### config.mk
export PLATFORM = sky130hd
export DESIGN_NAME = led_share_arbiter
export DESIGN_NICKNAME = d
export VERILOG_FILES = /design/src/rtl/led_share_pkg.sv /design/src/rtl/rr_picker.sv /design/src/rtl/led_share_arbiter.sv
export SDC_FILE = /design/constraint.sdc
export NUM_CORES = 1
export LEC_CHECK = 0
export BUFFER_PORTS_ARGS = -buffer_cell sky130_fd_sc_hd__clkbuf_2
export CORE_MARGIN = 3
export CORE_UTILIZATION = 40
export CTS_BUF_LIST = sky130_fd_sc_hd__clkbuf_4 sky130_fd_sc_hd__clkbuf_8 sky130_fd_sc_hd__clkbuf_16
export DETAILED_ROUTE_END_ITERATION = 10
export GPL_TIMING_DRIVEN = 0
export PLACE_DENSITY = 0.66
export SYNTH_ARGS = -nofsm -noshare
export SYNTH_HDL_FRONTEND = slang
export SYNTH_SLANG_ARGS = --single-unit
### constraint.sdc
create_clock -name clk -period 2.95 [get_ports clk]
set_clock_uncertainty 0.1 [all_clocks]
set_input_delay 0.295 -clock clk [delete_from_list [all_inputs] [get_ports clk]]
set_output_delay 0.295 -clock clk [all_outputs]
set_load 0.01 [all_outputs]
### src/rtl/led_share_pkg.sv
// Shared types and defaults for the LED share arbiter.
package led_share_pkg;

    typedef enum logic [1:0] {
        StIdle = 2'd0,
        StOwn  = 2'd1,
        StGap  = 2'd2
    } state_e;

    localparam int unsigned LedWDefault    = 4;
    localparam logic [3:0]  IdlePatDefault = 4'h0;

endpackage

### src/rtl/rr_picker.sv
// Combinational round-robin picker: lowest requester index at or after rr_ptr, wrapping.
module rr_picker #(
    parameter int unsigned N_REQ = 4
) (
    input  logic [N_REQ-1:0]         req,
    input  logic [$clog2(N_REQ)-1:0] rr_ptr,
    output logic                     valid,
    output logic [N_REQ-1:0]         winner
);

    logic [N_REQ-1:0] rot;
    logic [N_REQ-1:0] rot_oh;

    always_comb begin
        rot    = '0;
        winner = '0;
        // Rotate so rr_ptr lands at bit 0, isolate lowest set bit, rotate back.
        for (int unsigned i = 0; i < N_REQ; i++) begin
            rot[i] = req[(i + 32'(rr_ptr)) % N_REQ];
        end
        rot_oh = rot & (~rot + N_REQ'(1));
        for (int unsigned i = 0; i < N_REQ; i++) begin
            winner[(i + 32'(rr_ptr)) % N_REQ] = rot_oh[i];
        end
        valid = |req;
    end

endmodule

### src/rtl/led_share_arbiter.sv
// Round-robin owner of the user LEDs with a hold window per grant and a one-cycle gap
// between owners.
module led_share_arbiter
    import led_share_pkg::*;
#(
    parameter int unsigned       N_REQ       = 4,
    parameter int unsigned       LED_W       = LedWDefault,
    parameter int unsigned       HOLD_CYCLES = 1024,
    parameter logic [LED_W-1:0]  IDLE_PAT    = LED_W'(IdlePatDefault)
) (
    input  logic                   clk,
    input  logic                   rst_n,
    input  logic [N_REQ-1:0]       req,
    input  logic [N_REQ*LED_W-1:0] pattern,
    output logic [N_REQ-1:0]       grant,
    output logic [LED_W-1:0]       led,
    output logic                   busy
);

    localparam int unsigned     PTR_W    = $clog2(N_REQ);
    localparam int unsigned     CNT_W    = $clog2(HOLD_CYCLES);
    localparam logic [CNT_W-1:0] HOLD_MAX = CNT_W'(HOLD_CYCLES - 1);

    state_e             state_q;
    logic [PTR_W-1:0]   owner_q;
    logic [PTR_W-1:0]   rr_ptr_q;
    logic [CNT_W-1:0]   hold_cnt_q;

    logic               pick_valid;
    logic [N_REQ-1:0]   pick_oh;
    logic [PTR_W-1:0]   pick_idx;
    logic [PTR_W-1:0]   owner_next;
    logic [LED_W-1:0]   own_pat;
    logic               others_pending;

    rr_picker #(
        .N_REQ (N_REQ)
    ) u_rr_picker (
        .req    (req),
        .rr_ptr (rr_ptr_q),
        .valid  (pick_valid),
        .winner (pick_oh)
    );

    always_comb begin
        pick_idx = '0;
        for (int unsigned i = 0; i < N_REQ; i++) begin
            if (pick_oh[i]) begin
                pick_idx = PTR_W'(i);
            end
        end
        owner_next     = (owner_q == PTR_W'(N_REQ - 1)) ? '0 : owner_q + PTR_W'(1);
        own_pat        = pattern[owner_q*LED_W +: LED_W];
        others_pending = |(req & ~grant);
    end

    assign busy = |grant;

    always_ff @(posedge clk or negedge rst_n) begin
        if (!rst_n) begin
            state_q    <= StIdle;
            grant      <= '0;
            led        <= IDLE_PAT;
            owner_q    <= '0;
            rr_ptr_q   <= '0;
            hold_cnt_q <= '0;
        end else begin
            unique case (state_q)
                StIdle, StGap: begin
                    led <= IDLE_PAT;
                    if (pick_valid) begin
                        state_q    <= StOwn;
                        grant      <= pick_oh;
                        owner_q    <= pick_idx;
                        hold_cnt_q <= '0;
                    end else begin
                        state_q <= StIdle;
                    end
                end
                StOwn: begin
                    // A drop wins over a coincident hold expiry.
                    if (!req[owner_q] || (hold_cnt_q == HOLD_MAX && others_pending)) begin
                        state_q  <= StGap;
                        grant    <= '0;
                        led      <= IDLE_PAT;
                        rr_ptr_q <= owner_next;
                    end else begin
                        led        <= own_pat;
                        hold_cnt_q <= (hold_cnt_q == HOLD_MAX) ? '0 : hold_cnt_q + CNT_W'(1);
                    end
                end
                default: begin
                    state_q <= StIdle;
                    grant   <= '0;
                    led     <= IDLE_PAT;
                end
            endcase
        end
    end

endmodule

Word level (Yosys, flattened, before mapping)
Index checks and enable logic that the tools add are counted.

cells by class
  add/sub/neg operators = 6
  multiply operators = 0
  divide/modulo/power cells = 0
  $lt $le $gt $ge = 9
  equal/unequal tests = 7
  shift operators = 1
  muxes and demuxes = 37
  bitwise logic cells = 5
  reductions and logical operators = 17

operators by type and width
  kind                     count
  $mux W10                 3
  $pmux W10 S2             1
  $mux W4                  4
  $shiftx A16 B5 Y4        1
  $lt A2 B3 Y1 const B     5
  $and A4 B4 Y4            3
  $bwmux W4                3
  $reduce_or A4 Y1         3
  $mux W1                  11
  $add A10 B1 Y10 const B  1
  $bmux W1 S2              5
  $eq A10 B10 Y1 const B   1
  $demux W1 S2             4
  $ge A2 B1 Y1 const B     4
  $mux W2                  4
  $not A4 Y4               2
  $pmux W4 S2              1
  $ne A2 B2 Y1 const B     3
  $reduce_and A2 Y1        3
  $logic_and A1 B1 Y1      5
  $add A2 B2 Y2 const A    2
  $add A4 B1 Y4 const B    1
  $eq A2 B2 Y1 const B     2
  $pmux W2 S2              1
  9 further kinds          9

word-level totals
  register bits after elaboration = 24
  bits in latches = 0
  bits in writable memories = 0
  memory bits (read-only) = 0
  input bits = 22
  output and inout port bits = 9
  logic and storage cells = 88
  memories kept = 0

Logic depth before layout (Yosys ltp)
Gate-level depths: netlist of run 1.

  depth in word-level cells = 13
  gate-level depth with buffers = 9
  gate-level depth less buffers = 8

Cells and area by module
A second synthesis of run 1 with hierarchy kept.

unflattened totals
  cells, all modules = 163
  area total of the unflattened synthesis = 1701.6 sq um

by module, submodules not included
  module             instances  cells each  area each (sq um)
  led_share_arbiter  1          124         1311.3
  rr_picker          1          39          390.4

Least setup slack after synthesis of run 1
Ideal clock, no wire load.

  kind = reg-to-reg
  start = register rr_ptr_q[0]
  end = register owner_q[0]
  library setup time = 0.082 ns
  arrival = 2.688 ns
  slack = 0.080 ns
  stages on the path, launching flop included = 8
  buffers on the path = 0
  clock period less this slack = 2.870 ns
  cell sequence = dfrtp_1 inv_1 ha_1 mux4_1 or4b_4 a221o_1 nand2b_1 a31oi_1

between the ends
  longest elaborated chain between the ends = 12

RTL lines
  item                                                         line                              RTL
  start, declared                                              led_share_arbiter.sv:26           logic [PTR_W-1:0] rr_ptr_q;
  start signal, assigned                                       led_share_arbiter.sv:86           rr_ptr_q <= owner_next;
  $add A1 B2 Y2 or $bmux W1 S2 (tied branches)                 rr_picker.sv:19, rr_picker.sv:23
  $bmux W1 S2 or $mux W1 (tied branches)                       rr_picker.sv:19                   rot[i] = req[(i + 32'(rr_ptr)) % N_REQ];
  $mux W1 (not written as such) or $not A4 Y4 (tied branches)  rr_picker.sv:19, rr_picker.sv:21
  $not A4 Y4 or $add A4 B1 Y4 (tied branches)                  rr_picker.sv:21                   rot_oh = rot & (~rot + N_REQ'(1));
  $add A4 B1 Y4 or $and A4 B4 Y4 (tied branches)               rr_picker.sv:21
  $and A4 B4 Y4 (on tied branches)                             --
  $bwmux W4 (2 in series)                                      rr_picker.sv:23                   winner[(i + 32'(rr_ptr)) % N_REQ] = rot_oh[i];
  $bwmux W4 *                                                  rr_picker.sv:23
  $mux W1                                                      led_share_arbiter.sv:48           if (pick_oh[i]) begin
  $mux W2                                                      led_share_arbiter.sv:48
  $mux W2 *                                                    led_share_arbiter.sv:48
  end signal, assigned                                         led_share_arbiter.sv:74           owner_q <= pick_idx;
  end, declared                                                led_share_arbiter.sv:25           logic [PTR_W-1:0] owner_q;

Every way passes the cells marked *; elsewhere a longest branch is shown, timed or not. The select of a mux whose other input is x is not followed.
A chain may end at the register's enable or synchronous reset.

Worst setup path in the final report of run 1
  start = register rr_ptr_q[1]
  end = register owner_q[0]

Same word-level chain as after synthesis.

==> results.json, run 1 <==
{
  "dp_cells": 238,
  "io_buffers": 30,
  "cts_buffers": 3,
  "synthCells": 160,
  "rsz0062_at_grt": "no",
  "dieArea_sq_um": 4880,
  "synthToLayoutAreaGrowth_pct": 17.3,
  "place.detailed.hpwl_microns": 2780,
  "htreeDepth": 1,
  "instances_no_fill": 244,
  "synth-main-ff-cell": "dfrtp_1",
  "grt_pass1_vias": 1360,
  "synthDistinctLibCells": 44,
  "start_util_pct": 43.0,
  "cts_buffer_depth": 2,
  "clock-root-buffer": "clkbuf_8",
  "route.detailed.drc": 0,
  "grt_max_degree": 25,
  "clock-sinks": 24,
  "drv_cap": 0,
  "antenna_found_initial": 0,
  "nNetsFinal": 229,
  "cp-end-kind": "flop",
  "pwr-share-comb_pct": 60.1,
  "fmax_mhz": 352,
  "drt_iter0_drc": 103,
  "coreArea_sq_um": 3800,
  "routabilityCongestion": 0.849,
  "synth.avg_cell_area_sq_um": 10.2,
  "yosysTopAreaCell": "dfrtp_1",
  "status": "finished, final reports clean",
  "sw_frac_of_total_pct": 43.2,
  "power.density_nw_per_um2": 888,
  "synth-edff-count": 0,
  "peakVddDrop_uv": 357,
  "synth_area_sq_um": 1630,
  "maxSlewViolCount": 0,
  "cts_tree": "built",
  "synthArstFlopShare_pct": 100,
  "grt_pass1_wl_microns": 6270,
  "internal_power_mw": 0.965,
  "worstMarginPinSlew_ps": 775,
  "io_pins": 31,
  "die_x_microns": 69.9,
  "grtUsageTotal_pct": 15.2,
  "crit_fanout": 5,
  "synthTopCellsByArea": "dfrtp_1, ha_1, mux4_2, mux4_1, nor2b_1",
  "drt_pre_antenna_iters": 4,
  "final_util_pct": 50.4,
  "worstSetupPathType": "reg2reg",
  "rows": 22,
  "finalCriticalPeriod_ps": 2840,
  "die_h_microns": 69.9,
  "period_share_pct": 96.2,
  "post_dp_cell_area_sq_um": 1840,
  "power_frac_seq_pct": 29.1,
  "finalHoldViolations": 0,
  "min_path_type": "in2reg",
  "via_per_inst": 5.86,
  "critPathRequiredTime_ps": 3020,
  "ys_seq_elements": 24,
  "antenna_cells": 0,
  "ys_seq_area_share_pct": 36.8,
  "setup_viol": 0,
  "cp-start-kind": "flop",
  "design_area_sq_um": 1910,
  "final_cell_mix": "clkbuf_2, dfrtp_1, o21ai_0",
  "syn_nets": 191,
  "p_leak_nw": 0.864,
  "ys_warn_count": 0,
  "clk_latency_ps": 260,
  "slew_headroom_pct": 47.9,
  "detail-route-antenna-nets": 0,
  "yosys.area.top_type_share_pct": 36.8,
  "r2r_setup_slack_ps": 110,
  "path_clk_slew_ps": 80,
  "final_common_cell": "clkbuf_2",
  "wl_microns": 3630,
  "power.share.clock_pct": 10.8,
  "p_sw_mw": 0.735,
  "vias": 1431,
  "wl_per_cell_microns": 14.9,
  "layout-drive-gt1-share_pct": 26.0,
  "cp.arrival_ps": 2910,
  "grt.overflow.total": 0
}
[synth_stat cells (all sizes together), types with 2 or more instances]
library cell	count
a2111o	2
mux4	8
a21oi	3
o31ai	6
a2111oi	2
ha	9
and4	2
dfrtp	24
a221o	2
o22ai	2
a211oi	2
nor2b	12
o21ai	15
nand2	8
and3	5
nand2b	3
clkbuf	3
a31oi	4
and3b	2
nor2	11
nand3	6
a22oi	2
inv	9
[metrics by stage]
step           total power [mW]  setup TNS, ps  hold WS (ps)  setup WS (ps)
6_report                   1.70              0           376            113
3_5_place_dp               1.48           -573           227           -212
4_1_cts                    1.69              0           378           34.4
2_1_floorplan              1.22              0          -101           80.5
5_1_grt                    1.85              0           395           16.8
3_3_place_gp               1.43           -304           213           -166
[registers in the layout (all words and copies together) (netlist names)]
name / count
hold_cnt_q: 10
rr_ptr_q: 2
grant: 4
owner_q: 2
state_q: 2
led: 4
[final cells by class]
class	instances	area (sq um)
plain buffers	4	15.0
clock buffers	3	41.3
fillers	358	1890
inverters	9	33.8
multi-input cells	123	985
flip-flops and latches	24	603
well taps	48	60.1
repair buffers	33	175
[layer usage]
metal  up-vias  wire length [microns]  global-route usage (%)  share of wire (%)
li1        686                      -                       -                  -
met2        51                   1670                    24.6                 46
met4         0                     13                    1.28               0.36
met5         -                      0                       0                  0
met3         2                    267                    4.46                7.4
met1       692                   1680                    21.2                 46
[power groups by stage]
stage / Sequential (mW) / Clock (mW) / Combinational [mW]
floorplan: 0.517 / 0 / 0.702
global placement: 0.509 / 0 / 0.926
detailed placement: 0.519 / 0 / 0.959
CTS: 0.494 / 0.190 / 1.01
global route: 0.507 / 0.203 / 1.14
finish: 0.494 / 0.184 / 1.02
[what timing repair did]
| item | in CTS | in global routing |
|---|---|---|
| setup endpoints to repair | 5 | 1 |
| hold buffers | 1 | 0 |
| resized for setup | 2 | 2 |
| hold endpoints to repair | 24 | 0 |
| buffers inserted | 2 | 0 |
[logic make-up (layout without fill, tap and decap cells)]
| logic type | count (synthesis) | count (layout) | synth area share, % |
|---|---|---|---|
| flip-flops | 24 | 24 | 36.8 |
| AO/OA/AOI/OAI | 48 | 48 | 20.9 |
| adder cells (fa/ha/maj) | 9 | 9 | 6.90 |
| AND/OR/NAND/NOR | 57 | 57 | 20.1 |
| buffers and inverters | 13 | 49 | 2.99 |
| multiplexers | 9 | 9 | 12.3 |
[final timing paths]
kind                          startpoint            end  cells after the start
min reg2reg                hold_cnt_q[9]  hold_cnt_q[9]                      1
max in group asynchronous          rst_n    rr_ptr_q[0]                      2
min in group asynchronous          rst_n         led[0]                      2
min                          pattern[15]         led[3]                      3
max                          rr_ptr_q[1]     owner_q[0]                      7
max reg2reg                  rr_ptr_q[1]     owner_q[0]                      7
[worst max-delay path, stage by stage (launching register included)]
cell,delay [ps]
dfrtp_2,370
inv_1,100
ha_1,330
mux4_2,550
or4b_4,560
a221o_1,400
nand2b_1,170
a31oi_2,190
No activity file was read; power rests on OpenSTA's default activity.
==> run 2: changes to the inputs <==
Settings changed: CORE_UTILIZATION 40 to 50, HOLD_SLACK_MARGIN from default to 0.05, PLACE_DENSITY 0.66 to 0.79.
==> run 2 against run 1 <==
Effect of this change:
- final area increased by 0.59%
- register-to-register slack barely moved
- critical endpoint unchanged
- largest cell class unchanged
- via count is 4.3% higher
- die area is 18% lower
- global-route usage grew 4.5 points
==> results.json, run 2 (synthesis results as in run 1) <==
{
  "status": "finished, final reports clean",
  "crit_fanout": 5,
  "cp.arrival_ps": 2990,
  "synthToLayoutAreaGrowth_pct": 17.9,
  "grt_max_degree": 25,
  "drt_pre_antenna_iters": 4,
  "grt_pass1_vias": 1407,
  "grt_pass1_wl_microns": 6470,
  "detail-route-antenna-nets": 0,
  "multi_input_area_sq_um": 1010,
  "worstSetupPathType": "reg2reg",
  "setup_viol": 0,
  "clock-root-buffer": "clkbuf_4",
  "slew_headroom_pct": 45.3,
  "largest_reg_flops": 10,
  "dp_cells": 234,
  "critPathRequiredTime_ps": 3100,
  "final_cell_mix": "clkbuf_2, dfrtp_1, o21ai_0",
  "vias": 1493,
  "clock-sinks": 24,
  "slowest_stage": "or4b_4",
  "routabilityCongestion": 0.877,
  "grtUsageTotal_pct": 19.8,
  "reg_top3": "hold_cnt_q: 10 flops, grant: 4 flops, led: 4 flops",
  "seqCellArea_sq_um": 603,
  "finalHoldViolations": 0,
  "period_share_pct": 96.2,
  "rows": 20,
  "place_ws_ps": -245,
  "instances_no_fill": 241,
  "die_h_microns": 63.1,
  "rsz0062_at_grt": "no",
  "nNetsFinal": 229,
  "htreeDepth": 1,
  "coreArea_sq_um": 3080,
  "worstMarginPinSlew_ps": 812,
  "clk_latency_ps": 330,
  "path_clk_slew_ps": 140,
  "worst_slack_ps": 111,
  "min_path_type": "in2reg",
  "post_dp_cell_area_sq_um": 1840,
  "design_area_sq_um": 1920,
  "antenna_cells": 0,
  "place.detailed.hpwl_microns": 2790,
  "grt.overflow.total": 0,
  "power.density_nw_per_um2": 908,
  "io_pins": 31,
  "layout-drive-gt1-share_pct": 26.9,
  "io_buffers": 30,
  "dieArea_sq_um": 3980,
  "final_common_cell": "clkbuf_2",
  "start_util_pct": 53.0,
  "maxSlewViolCount": 0,
  "finalCriticalPeriod_ps": 2840,
  "cts_buffer_depth": 2,
  "via_per_inst": 6.20,
  "cp-start-kind": "flop",
  "r2r_setup_slack_ps": 110,
  "fillers": 246,
  "max_stage_delay_ps": 560,
  "cts_tree": "built",
  "drt_iter0_drc": 159,
  "antenna_found_initial": 0,
  "route.detailed.drc": 0,
  "wl_microns": 3740,
  "fmax_mhz": 352,
  "cp-end-kind": "flop",
  "drv_cap": 0,
  "cts_buffers": 3,
  "peakVddDrop_uv": 305,
  "wl_per_cell_microns": 15.5,
  "top_register": "hold_cnt_q",
  "die_x_microns": 63.1,
  "p_leak_nw": 0.866,
  "cp_cell_sequence": "inv_1 > ha_4 > mux4_2 > or4b_4 > a221o_1 > nand2b_1 > a31oi_2"
}
==> run 2: where the power goes <==
group / total (mW) / internal [mW] / switching [mW]
registers: 0.496 / 0.425 / 0.0711
clock network: 0.182 / 0.0757 / 0.106
logic: 1.07 / 0.470 / 0.600
==> run 2: final cells by class <==
| cell class | instances | area share, % |
|---|---|---|
| clock buffers | 4 | 1.89 |
| multi-input cells | 123 | 52.3 |
| plain buffers | 4 | 0.780 |
| flip-flops and latches | 24 | 31.3 |
| inverters | 9 | 1.76 |
| repair buffers | 33 | 9.10 |
| well taps | 44 | 2.86 |
==> run 2: metrics by stage <==
step           total power [mW]  hold WS (ps)  TNS [ps]  util, %
3_3_place_gp               1.42           207      -266     59.7
2_1_floorplan              1.22          -101         0        -
4_1_cts                    1.68           310         0     61.7
5_1_grt                    1.89           309         0     62.5
3_5_place_dp               1.47           227      -590     59.7
6_report                   1.75           304         0     62.5
==> run 2: final timing paths <==
path	from	endpoint	depth (start not counted)
min in group asynchronous	rst_n	hold_cnt_q[9]	2
min	pattern[11]	led[3]	3
max	rr_ptr_q[0]	owner_q[0]	7
min reg2reg	hold_cnt_q[9]	hold_cnt_q[9]	1
max in group asynchronous	rst_n	rr_ptr_q[1]	2
max reg2reg	rr_ptr_q[0]	owner_q[0]	7
==> run 2: metal layers <==
metal	wire (microns)	global-route usage, %	part of all wire [%]	up-vias
met5	0	0	0	-
met4	34	5.23	0.91	0
met3	276	4.99	7.4	3
met2	1760	33.6	47	82
met1	1680	25.0	45	717
li1	-	-	-	691
==> run 2: repair_timing <==
| item | 4_1_cts | 5_1_grt |
|---|---|---|
| hold buffers | 1 | 0 |
| resized for setup | 2 | 5 |
| pin swaps | 0 | 0 |
| setup endpoints to repair | 5 | 3 |
| setup buffers | 2 | 0 |
| hold endpoints to repair | 24 | 0 |
==> run 2: worst max-delay path, delay by kind of cell (launching register included) <==
kind / cells / cell delay, ps
simple gates: 2 / 730
compound gates: 2 / 590
mux: 1 / 530
flops: 1 / 380
fa+ha+maj: 1 / 300
buf+inv: 1 / 120
==> run 3: changes to the inputs <==
Settings changed: CORE_ASPECT_RATIO from default to 1.5, HOLD_SLACK_MARGIN 0.05 to default.
==> run 3 against run 2 <==
Effect of this change:
- combinational power decreased by 6%
- first-iteration DRC count is 70% lower
- global-route usage up 0.43 points
- critical path depth unchanged
- critical path type unchanged
==> results.json, run 3 (synthesis results as in run 1) <==
{
  "detail-route-antenna-nets": 0,
  "p_leak_nw": 0.864,
  "finalSetupTns_ps": 0,
  "dieArea_sq_um": 4000,
  "drt_iter0_drc": 47,
  "io_pins": 31,
  "vias": 1402,
  "grt_pass1_vias": 1422,
  "clock-root-buffer": "clkbuf_8",
  "wl_microns": 3690,
  "die_x_microns": 52.6,
  "path_clk_slew_ps": 80,
  "cts_tree": "built",
  "wl_per_cell_microns": 15.7,
  "die_h_microns": 76.0,
  "setup_viol": 0,
  "worst_slack_ps": 141,
  "critPathRequiredTime_ps": 3040,
  "r2r-end": "grant[3]",
  "fmax_mhz": 356,
  "finalCriticalPeriod_ps": 2810,
  "cp.arrival_ps": 2900,
  "status": "finished, final reports clean",
  "r2r_setup_slack_ps": 140,
  "grt.overflow.total": 0,
  "peakVddDrop_uv": 433,
  "rsz0062_at_grt": "no",
  "final_common_cell": "clkbuf_2",
  "io_buffers": 30,
  "via_per_inst": 5.97,
  "r2r-start": "rr_ptr_q[0]",
  "route.detailed.drc": 0,
  "cts_buffers": 3,
  "final_util_pct": 63.2,
  "min_path_type": "in2reg",
  "worstSetupPathType": "reg2reg",
  "rows": 24,
  "coreArea_sq_um": 3000,
  "whs_path_depth": 3,
  "final_cell_mix": "clkbuf_2, dfrtp_1, o21ai_0",
  "largest_reg_flops": 10,
  "synthToLayoutAreaGrowth_pct": 16.3,
  "nNetsFinal": 229,
  "worstRegToRegCells": 7,
  "grt_max_degree": 25,
  "layout-drive-gt1-share_pct": 25.5,
  "maxSlewViolCount": 0,
  "multi_input_area_sq_um": 980,
  "hold_start": "pattern[3]",
  "met3_usage_pct": 2.75,
  "crit_fanout": 5,
  "fillers": 260,
  "grtUsageTotal_pct": 20.2,
  "finalHoldViolations": 0,
  "cp-start-kind": "flop",
  "reg_top3": "hold_cnt_q: 10 flops, grant: 4 flops, led: 4 flops",
  "period_share_pct": 95.2,
  "drv_cap": 0,
  "antenna_cells": 0,
  "place.detailed.hpwl_microns": 2880,
  "worstMarginPinSlew_ps": 748,
  "gr-usage-met2_pct": 36.7,
  "cp-end-kind": "flop",
  "hold_end": "led[3]",
  "seqCellArea_sq_um": 603,
  "power.density_nw_per_um2": 889,
  "clk_latency_ps": 260,
  "grt_pass1_wl_microns": 6360,
  "start_util_pct": 54.3,
  "place_ws_ps": -184,
  "slew_headroom_pct": 49.7,
  "top_register": "hold_cnt_q",
  "grt_use_met1_pct": 23.0,
  "htreeDepth": 1,
  "top_usage_layer": "met2",
  "cts_buffer_depth": 2,
  "antenna_found_initial": 0,
  "clock-sinks": 24,
  "routabilityCongestion": 0.832,
  "drt_pre_antenna_iters": 4
}
run 3: cell types whose count changed in the layout (fill, tap and decap cells not counted):
cell / delta
a211oi_2: +1
a31oi_2: -1
ha_1: +1
a31oi_1: +1
clkbuf_8: +2
ha_4: -1
a211oi_4: -1
clkbuf_4: -3
run 3: metal layers:
metal  up-vias  share of wire [%]
met2        32                 57
li1        688                  -
met3         9                3.0
met5         -                  0
met4         0                2.0
met1       673                 38
run 3: final cells by class:
class | count | share of cell area (%)
multi-input cells | 123 | 51.6
flip-flops and latches | 24 | 31.8
repair buffers | 33 | 9.23
well taps | 39 | 2.57
clock buffers | 3 | 2.18
inverters | 9 | 1.78
plain buffers | 4 | 0.792
run 3: how the worst max path moves through the flow:
stage | startpoint | endpoint | slack (ps) | cells after the start
2_1_floorplan | rr_ptr_q[0] | owner_q[0] | 80 | 7
3_3_place_gp | rr_ptr_q[0] | grant[3] | -130 | 7
3_5_place_dp | rr_ptr_q[0] | grant[3] | -180 | 7
4_1_cts | rr_ptr_q[1] | owner_q[0] | 40 | 7
5_1_grt | hold_cnt_q[0] | hold_cnt_q[5] | 20 | 9
6_report | rr_ptr_q[0] | grant[3] | 140 | 7
run 3: per-stage QoR:
step	hold WS, ps	power (mW)	instance area, sq um	std cells
final	360	1.69	1900	235
after global routing	372	1.83	1900	235
after CTS	362	1.68	1890	234
after detailed placement	231	1.47	1830	229
after global placement	217	1.42	1830	229
after floorplan	-101	1.22	1630	160
run 3: worst max-delay path, cell delays in order (launching register included):
cell and delay, ps:
dfrtp_2 360, inv_1 90, ha_1 340, mux4_2 550, or4b_4 560, a221o_1 410, a21boi_1 160, o22ai_1 160
run 3: what timing repair did:
action | 4_1_cts | 5_1_grt
setup buffers | 1 | 1
endpoints found under the setup margin | 6 | 2
hold buffers | 1 | 0
endpoints found under the hold margin | 24 | 0
gates resized for setup | 3 | 1
run 3: power breakdown:
| part | leakage (nW) | switching [mW] | internal, mW |
|---|---|---|---|
| Clock | 0.0216 | 0.0986 | 0.0912 |
| Combinational | 0.528 | 0.560 | 0.446 |
| Sequential | 0.314 | 0.0663 | 0.426 |
| Total | 0.864 | 0.724 | 0.963 |
